$ cat src/rtl/button_bank.sv
// button_bank: N-channel push-button front end.
// Each channel runs independently: a 2-flop synchroniser, then an
// IDLE -> LOCK -> HELD -> REL_LOCK state machine. The machine emits
// single-cycle press, release and long-press pulses, a debounced level,
// and a wrapping press counter.
// `release` is a reserved word in SystemVerilog, so the release pulse
// port is named `rel`.
// dbg_state carries each channel's state: channel i is at [2*i +: 2],
// encoded 0=IDLE, 1=LOCK, 2=HELD, 3=REL_LOCK.
// Optional feature: define BUTTON_BANK_AUTOREPEAT_EN to enable autorepeat.
// While a button stays held after long_press, press pulses repeat every
// REPEAT_CYCLES cycles.
module button_bank #(
   parameter int N_BTN           = 2,
   parameter int CNT_W           = 6,
   parameter int ACTIVE_LOW      = 1,
   parameter int DEBOUNCE_CYCLES = 2_700_000,
   parameter int LONG_CYCLES     = 27_000_000,
   parameter int REPEAT_CYCLES   = 5_400_000
) (
   input  logic                   clk,
   input  logic                   rst_n,
   input  logic [N_BTN-1:0]       btn,
   output logic [N_BTN-1:0]       pressed,
   output logic [N_BTN-1:0]       press,
   output logic [N_BTN-1:0]       rel,
   output logic [N_BTN-1:0]       long_press,
   output logic [N_BTN*CNT_W-1:0] count,
   output logic [2*N_BTN-1:0]     dbg_state
);

   localparam int TW = $clog2(LONG_CYCLES + 1);
   localparam logic [TW-1:0] DEB_LAST  = TW'(DEBOUNCE_CYCLES - 1);
   localparam logic [TW-1:0] LONG_LAST = TW'(LONG_CYCLES - 1);
   localparam logic [TW-1:0] LONG_MAX  = TW'(LONG_CYCLES);
   // Raw pin level that means "not pressed"; the synchroniser resets to it.
   localparam logic IDLE_LVL = (ACTIVE_LOW != 0) ? 1'b1 : 1'b0;

`ifdef BUTTON_BANK_AUTOREPEAT_EN
   localparam int RW = (REPEAT_CYCLES > 1) ? $clog2(REPEAT_CYCLES) : 1;
   localparam logic [RW-1:0] REP_LAST = RW'(REPEAT_CYCLES - 1);
`endif

   typedef enum logic [1:0] {
      ST_IDLE     = 2'd0,
      ST_LOCK     = 2'd1,
      ST_HELD     = 2'd2,
      ST_REL_LOCK = 2'd3
   } state_t;

   for (genvar i = 0; i < N_BTN; i++) begin : g_ch
      logic          s1, s2, act;
      state_t        st;
      logic [TW-1:0] tmr, tmr_inc;
      logic [CNT_W-1:0] cnt;
      logic          pressed_r, press_r, rel_r, long_r;
`ifdef BUTTON_BANK_AUTOREPEAT_EN
      logic          rep_on;
      logic [RW-1:0] rep_tmr;
`endif

      // Two-flop synchroniser for the asynchronous pin.
      always_ff @(posedge clk) begin
         if (!rst_n) begin
            s1 <= IDLE_LVL;
            s2 <= IDLE_LVL;
         end else begin
            s1 <= btn[i];
            s2 <= s1;
         end
      end

      assign act     = s2 ^ IDLE_LVL;
      assign tmr_inc = (tmr == LONG_MAX) ? tmr : tmr + 1'b1;

      // Channel FSM. Event pulses are cleared each cycle unless re-asserted.
      always_ff @(posedge clk) begin
         if (!rst_n) begin
            st        <= ST_IDLE;
            tmr       <= '0;
            cnt       <= '0;
            pressed_r <= 1'b0;
            press_r   <= 1'b0;
            rel_r     <= 1'b0;
            long_r    <= 1'b0;
`ifdef BUTTON_BANK_AUTOREPEAT_EN
            rep_on    <= 1'b0;
            rep_tmr   <= '0;
`endif
         end else begin
            press_r <= 1'b0;
            rel_r   <= 1'b0;
            long_r  <= 1'b0;
            case (st)
               ST_IDLE: begin
                  if (act) begin
                     st        <= ST_LOCK;
                     tmr       <= '0;
                     press_r   <= 1'b1;
                     cnt       <= cnt + 1'b1;
                     pressed_r <= 1'b1;
                  end
               end
               ST_LOCK: begin
                  tmr <= tmr_inc;
                  if (act && tmr == LONG_LAST) long_r <= 1'b1;
                  if (tmr == DEB_LAST) st <= ST_HELD;
               end
               ST_HELD: begin
                  tmr <= tmr_inc;
                  // Release wins over a long-press that lands on the same cycle.
                  if (!act) begin
                     rel_r     <= 1'b1;
                     pressed_r <= 1'b0;
                     st        <= ST_REL_LOCK;
                     tmr       <= '0;
`ifdef BUTTON_BANK_AUTOREPEAT_EN
                     rep_on    <= 1'b0;
                     rep_tmr   <= '0;
`endif
                  end else if (tmr == LONG_LAST) begin
                     long_r <= 1'b1;
`ifdef BUTTON_BANK_AUTOREPEAT_EN
                     rep_on  <= 1'b1;
                     rep_tmr <= '0;
`endif
                  end
`ifdef BUTTON_BANK_AUTOREPEAT_EN
                  else if (rep_on) begin
                     if (rep_tmr == REP_LAST) begin
                        press_r <= 1'b1;
                        cnt     <= cnt + 1'b1;
                        rep_tmr <= '0;
                     end else begin
                        rep_tmr <= rep_tmr + 1'b1;
                     end
                  end
`endif
               end
               ST_REL_LOCK: begin
                  tmr <= tmr_inc;
                  if (tmr == DEB_LAST) st <= ST_IDLE;
               end
               default: st <= ST_IDLE;
            endcase
         end
      end

      assign pressed[i]                = pressed_r;
      assign press[i]                  = press_r;
      assign rel[i]                    = rel_r;
      assign long_press[i]             = long_r;
      assign count[i*CNT_W +: CNT_W]   = cnt;
      assign dbg_state[2*i +: 2]       = st;
   end

endmodule

$ cat config.mk
export PLATFORM = sky130hd
export DESIGN_NAME = button_bank
export DESIGN_NICKNAME = d
export VERILOG_FILES = /design/src/rtl/button_bank.sv
export SDC_FILE = /design/constraint.sdc
export NUM_CORES = 1
export LEC_CHECK = 0
export BUFFER_PORTS_ARGS = -buffer_cell sky130_fd_sc_hd__clkbuf_2
export CAP_MARGIN = 10
export CORE_MARGIN = 1.5
export CORE_UTILIZATION = 35
export DETAILED_ROUTE_END_ITERATION = 6
export PLACE_DENSITY_LB_ADDON = 0.15
export SYNTH_ARGS = -nofsm -noshare
export SYNTH_HDL_FRONTEND = slang
export SYNTH_SLANG_ARGS = --single-unit
$ cat constraint.sdc
create_clock -name clk -period 1.8 [get_ports clk]
set_input_delay 0.18 -clock clk [delete_from_list [all_inputs] [get_ports clk]]
set_output_delay 0.18 -clock clk [all_outputs]
set_load 0.05 [all_outputs]
; Word-level counts from Yosys, hierarchy flattened
; Index checks and enable logic that the tools add are counted.
[word_totals]
register_bits = 78
input_bits = 4
elab_cells = 98
[op_classes]
addsub = 4
n_eq_ne = 20
n_mux = 36
bitwise_logic = 2
reduce_logical = 18
[ops]
columns = cell, n
row1 = 25-bit two-way mux, 6
row2 = 25-bit one-hot mux with 3 select lines, 2
row3 = 25-bit equality test (second input constant), 4
row4 = 25-bit by 1-bit adder with 25-bit output (second input constant), 2
row5 = 25-bit by 22-bit equality test with 1-bit output (second input constant), 2
row6 = 2-bit two-way mux, 8
row7 = 2-bit != test (second input constant), 8
row8 = 2-bit one-hot mux with 4 select lines, 2
row9 = 1-bit two-way mux, 14
row10 = 6-bit by 1-bit adder with 6-bit output (second input constant), 2
row11 = 2-bit AND reduction, 6
row12 = 2-bit equality test (second input constant), 4
row13 = 1-bit one-hot mux with 2 select lines, 4
row14 = 4-bit AND reduction, 2
row15 = 3-bit AND reduction, 2
row16 = 2-bit by 1-bit equality test with 1-bit output (second input constant), 2
row17 = 2-bit logical NOT, 2
row18 = 2-bit nonzero test, 2
row19 = 2-bit OR reduction, 2
row20 = 1-bit logical AND, 2
row21 = 1-bit NOT, 2

; Depth between registers and ports, before layout
[logic_depth]
word_depth = 4
ltp_mapped = 9
mapped_depth_nobuf = 7

; Least setup slack after synthesis
; OpenSTA, ideal clock, no wires.
[synth_timing]
path_kind = register -> register
startpoint = register g_ch[0].st[1]
endpoint = register g_ch[0].tmr[0]
setup_ps = 128
t_arrival_ps = 2250
path_slack_ps = -578
path_stages_with_launch = 9
synth_period_minus_slack_ps = 2378
cell_sequence = dfxtp_1 > inv_1 > ha_1 > or2_2 > o21ai_1 > nor2_1 > nor2_1 > clkbuf_1 > nor2_1
[synth_via]
elab_chain_len = 3
word_cells_on_any_way = 7
[synth_rtl]
columns = item, line_no
row1 = "start, declared", 53  ; state_t st;
row2 = "start signal, assigned", 79  ; st <= ST_IDLE;
row3 = "start signal, assigned", 97  ; st <= ST_LOCK;
row4 = "start signal, assigned", 107  ; if (tmr == DEB_LAST) st <= ST_HELD;
row5 = 2-bit equality test or 2-bit by 1-bit equality test with 1-bit output (tied branches), 94  ; case (st)
row6 = 2-bit OR reduction (no source line), -
row7 = 25-bit one-hot mux with 3 select lines, 94
row8 = "end signal, assigned", 105  ; tmr <= tmr_inc;
row9 = "end signal, assigned", 110  ; tmr <= tmr_inc;
row10 = "end signal, assigned", 141  ; tmr <= tmr_inc;
row11 = "end, declared", 54  ; logic [TW-1:0] tmr, tmr_inc;
; Several ways; a longest one is shown, not always the timed one.
; A chain may end at the register's enable or synchronous reset.

; Final worst setup path
[layout_timing]
startpoint = register g_ch[0].st[0]
endpoint = register g_ch[0].tmr[1]
; The elaborated chain is that of the path after synthesis.

==> results.json <==
{
  "p_int_mw": 3.30,
  "track_usage_pct": 17.5,
  "slew_headroom_pct": 74.1,
  "ios": 28,
  "p_comb_share_pct": 20.8,
  "p_switching_mw": 1.38,
  "worst_ep_required_time_ps": 2060,
  "gp_congestion": 0.884,
  "tightestPinTransition_ps": 388,
  "hold_start": "btn[1]",
  "crit_chain": "inv_4, ha_4, nor2b_4, buf_6, o21ai_4, buf_4, or4_1, o211ai_1",
  "r2r_end": "g_ch[0].tmr[1]$_SDFFE_PN0P_",
  "syn_inst": 494,
  "place.port_buffers": 27,
  "yosysWarnings": 0,
  "end_kind": "flip-flop",
  "rsz0062_at_grt": "yes",
  "power_mw": 4.68,
  "syn_area_mm2": 0.00410,
  "cts_sinks": 78,
  "period_needed_ps": 1760,
  "overflow": 0,
  "grt_pass1_wl_um": 17600,
  "async_flop_share_pct": 0,
  "via_count": 3823,
  "min-delay-path-class": "in -> reg",
  "cts_hold_buf": 0,
  "antenna_found_initial": 0,
  "preCtsSetupSlack_ps": -28.8,
  "hold_viol_final": 0,
  "drive_above_1_share_pct": 28.4,
  "final_cell_area_mm2": 0.00536,
  "synth_top_family_by_area": "simple AND/OR/NAND/NOR gates",
  "max_cap_viol_count": 0,
  "areaGrowthSynthToFinish_pct": 30.6,
  "peakVddDrop_mv": 0.669,
  "grt_pass1_vias": 3565,
  "skew_ps": 8.17,
  "dr.pass1.iters": 4,
  "slew_violations": 0,
  "synth_xor_area_share_pct": 6.62,
  "synth-edff-count": 0,
  "final_cells": 721,
  "synth-simple-area-share_pct": 31.1,
  "rows": 39,
  "leakagePower_nw": 2.06,
  "clockBufferDepth": 2,
  "die_y_um": 111,
  "syn_nets": 512,
  "outcome": "finished, final reports clean",
  "final_nets": 591,
  "fin_ws_ps": 43.3,
  "die_x_um": 111,
  "power_density_mw_per_mm2": 873,
  "hold_depth": 2,
  "cts_made_buffers": 9,
  "setup_viol": 0,
  "cts_tree": "done",
  "drt_iter0_drc": 257,
  "drtAntennaViolNets": 0,
  "routedWlPerCell_um": 14.7,
  "rrSetupSlack_ps": 40,
  "placeableCoreArea_mm2": 0.0114,
  "clk_pin_slew_ps": 60,
  "synth_compound_area_share_pct": 13.7,
  "dieArea_mm2": 0.0124,
  "crit_fanout": 5,
  "synth_seq_cells": 78,
  "clock.fmax_ghz": 0.569,
  "start_util_pct": 35.9,
  "switching_share_pct": 29.4,
  "clkPwrFrac_pct": 39.6,
  "num_antenna_cells": 0,
  "ctsHtreeMaxLevel": 3,
  "yosys.cell_types.count": 54,
  "cpMaxStageDelayCell": "or4_1",
  "min_to": "g_ch[1].s1$_SDFF_PN1_",
  "largest_reg_flops": 50,
  "cp-start-kind": "flip-flop",
  "regMostFlops": "g_ch.tmr",
  "r2r-start": "g_ch[0].st[0]$_SDFFE_PN0P_",
  "wirelength_um": 10600,
  "synth_mux_area_share_pct": 0.976,
  "crit_type": "reg -> reg",
  "drc": 0,
  "ff2ff_path_depth": 8,
  "dp.cells": 699,
  "dpl.hpwl_um": 7610,
  "syn_avg_cell_area_um2": 8.31,
  "placed_area_mm2": 0.00482,
  "fin_setup_tns_ps": 0,
  "clkLatencyLatePin_ps": 340,
  "root_buffer": "clkbuf_16",
  "seq_area_frac_synth_pct": 38.1,
  "seq_power_share_pct": 39.5,
  "max_stage_delay_ps": 520,
  "reg.largest.list": "g_ch.tmr x50, g_ch.cnt x12, g_ch.st x4",
  "ys.flop_type": "dfxtp_1",
  "finalCritPeriodShare_pct": 97.6,
  "critPathArrivalTime_ps": 2020,
  "routed_via_density": 5.30,
  "synth_fa_ha_area_share_pct": 4.27,
  "grt_max_degree": 21
}
[power by group through the flow]
stage               logic [mW]  registers (mW)  clock network (mW)
floorplan                0.509            1.95                   0
global placement         0.892            1.87                   0
detailed placement       0.898            1.87                   0
CTS                      0.908            1.84                1.89
global route              1.08            1.86                1.98
finish                   0.973            1.85                1.85
[routing by layer]
layer  wire, um  vias to the layer above  share of wire [%]  global-route usage [%]
li1           -                     1930                  -                       -
met1       5320                     1803                 50                    24.7
met2       4640                       75                 44                    26.1
met3        401                       15                3.8                    2.90
met4        231                        0                2.2                    7.85
met5          0                        -                  0                       0
[stage by stage]
step / hold slack, ps / util, %
after floorplan: 281 / -
after global placement: 371 / 42.2
after detailed placement: 369 / 42.2
after CTS: 9.71 / 44.9
after global routing: 33.3 / 46.9
final: 18.3 / 46.9
[worst max-delay path: cells and delay by family, from the launching register on]
| kind | cells | cell delay (ps) |
|---|---|---|
| compound gates | 2 | 180 |
| buf+inv | 3 | 330 |
| flops | 1 | 370 |
| fa+ha+maj | 1 | 130 |
| simple gates | 2 | 660 |
[cell usage in the layout, fill, tap and decap left out, types with 5 or more instances in the layout]
master | synthesis | layout
a21oi_1 | 14 | 14
a41oi_1 | 5 | 5
and2_1 | 8 | 8
and3_1 | 10 | 9
buf_4 | 8 | 67
clkbuf_16 | 0 | 9
clkbuf_2 | 0 | 27
dfxtp_1 | 78 | 69
dfxtp_2 | 0 | 5
ha_1 | 14 | 8
inv_1 | 18 | 13
nand2_1 | 48 | 46
nand2b_1 | 6 | 5
nand3_1 | 28 | 26
nand4_1 | 24 | 24
nor2_1 | 55 | 50
nor3_1 | 8 | 7
o211ai_1 | 8 | 8
o21ai_0 | 27 | 23
o31ai_1 | 6 | 6
or4_1 | 7 | 7
xnor2_1 | 9 | 9
xor2_1 | 22 | 22
[worst max-delay path by stage]
| stage | start | end | slack [ps] |
|---|---|---|---|
| 2_1_floorplan | g_ch[1].st[0]$_SDFFE_PN0P_ | g_ch[1].tmr[2]$_SDFFE_PN0P_ | -50 |
| 3_3_place_gp | g_ch[0].tmr[8]$_SDFFE_PN0P_ | g_ch[0].tmr[1]$_SDFFE_PN0P_ | 40 |
| 3_5_place_dp | g_ch[0].tmr[8]$_SDFFE_PN0P_ | g_ch[0].tmr[1]$_SDFFE_PN0P_ | -30 |
| 4_1_cts | g_ch[0].tmr[3]$_SDFFE_PN0P_ | g_ch[0].tmr[15]$_SDFFE_PN0P_ | 2 |
| 5_1_grt | g_ch[0].st[0]$_SDFFE_PN0P_ | g_ch[0].tmr[1]$_SDFFE_PN0P_ | -20 |
| 6_report | g_ch[0].st[0]$_SDFFE_PN0P_ | g_ch[0].tmr[1]$_SDFFE_PN0P_ | 40 |
[logic make-up (layout without fill, tap and decap cells)]
family,Yosys count,in the layout
and+or+nand+nor,233,233
muxes,4,4
DFF,78,78
xor gates and xnor gates,31,31
buffers and inverters,49,133
adders and majority gates,14,14
AOI/OAI and AO/OA,85,85
[area by class of cell]
class	count	area, um2
clock buffers	11	243
clock inverters	5	57.6
multi-input cells	367	2520
inverters	18	75.1
fillers	1136	6060
well taps	143	179
repair buffers	99	703
flip-flops and latches	78	1580
[cell usage after synthesis, types with 9 or more instances]
master	instances	area share (%)
xor2_1	22	4.7
o21ai_0	27	3.3
clkbuf_1	18	1.6
xnor2_1	9	1.9
a21oi_1	14	1.7
nand3_1	28	3.4
nand4_1	24	3.7
and3_1	10	1.5
dfxtp_1	78	38
ha_1	14	4.3
nand2_1	48	4.4
nor2_1	55	5.0
inv_1	18	1.6
[what timing repair did]
item                                    in CTS  in global routing
cloned                                       0                  2
pin swaps                                    1                  5
setup buffers                                0                  4
endpoints found under the setup margin       2                 40
resized for setup                            2                 51
(Power assumes the default switching activity.)
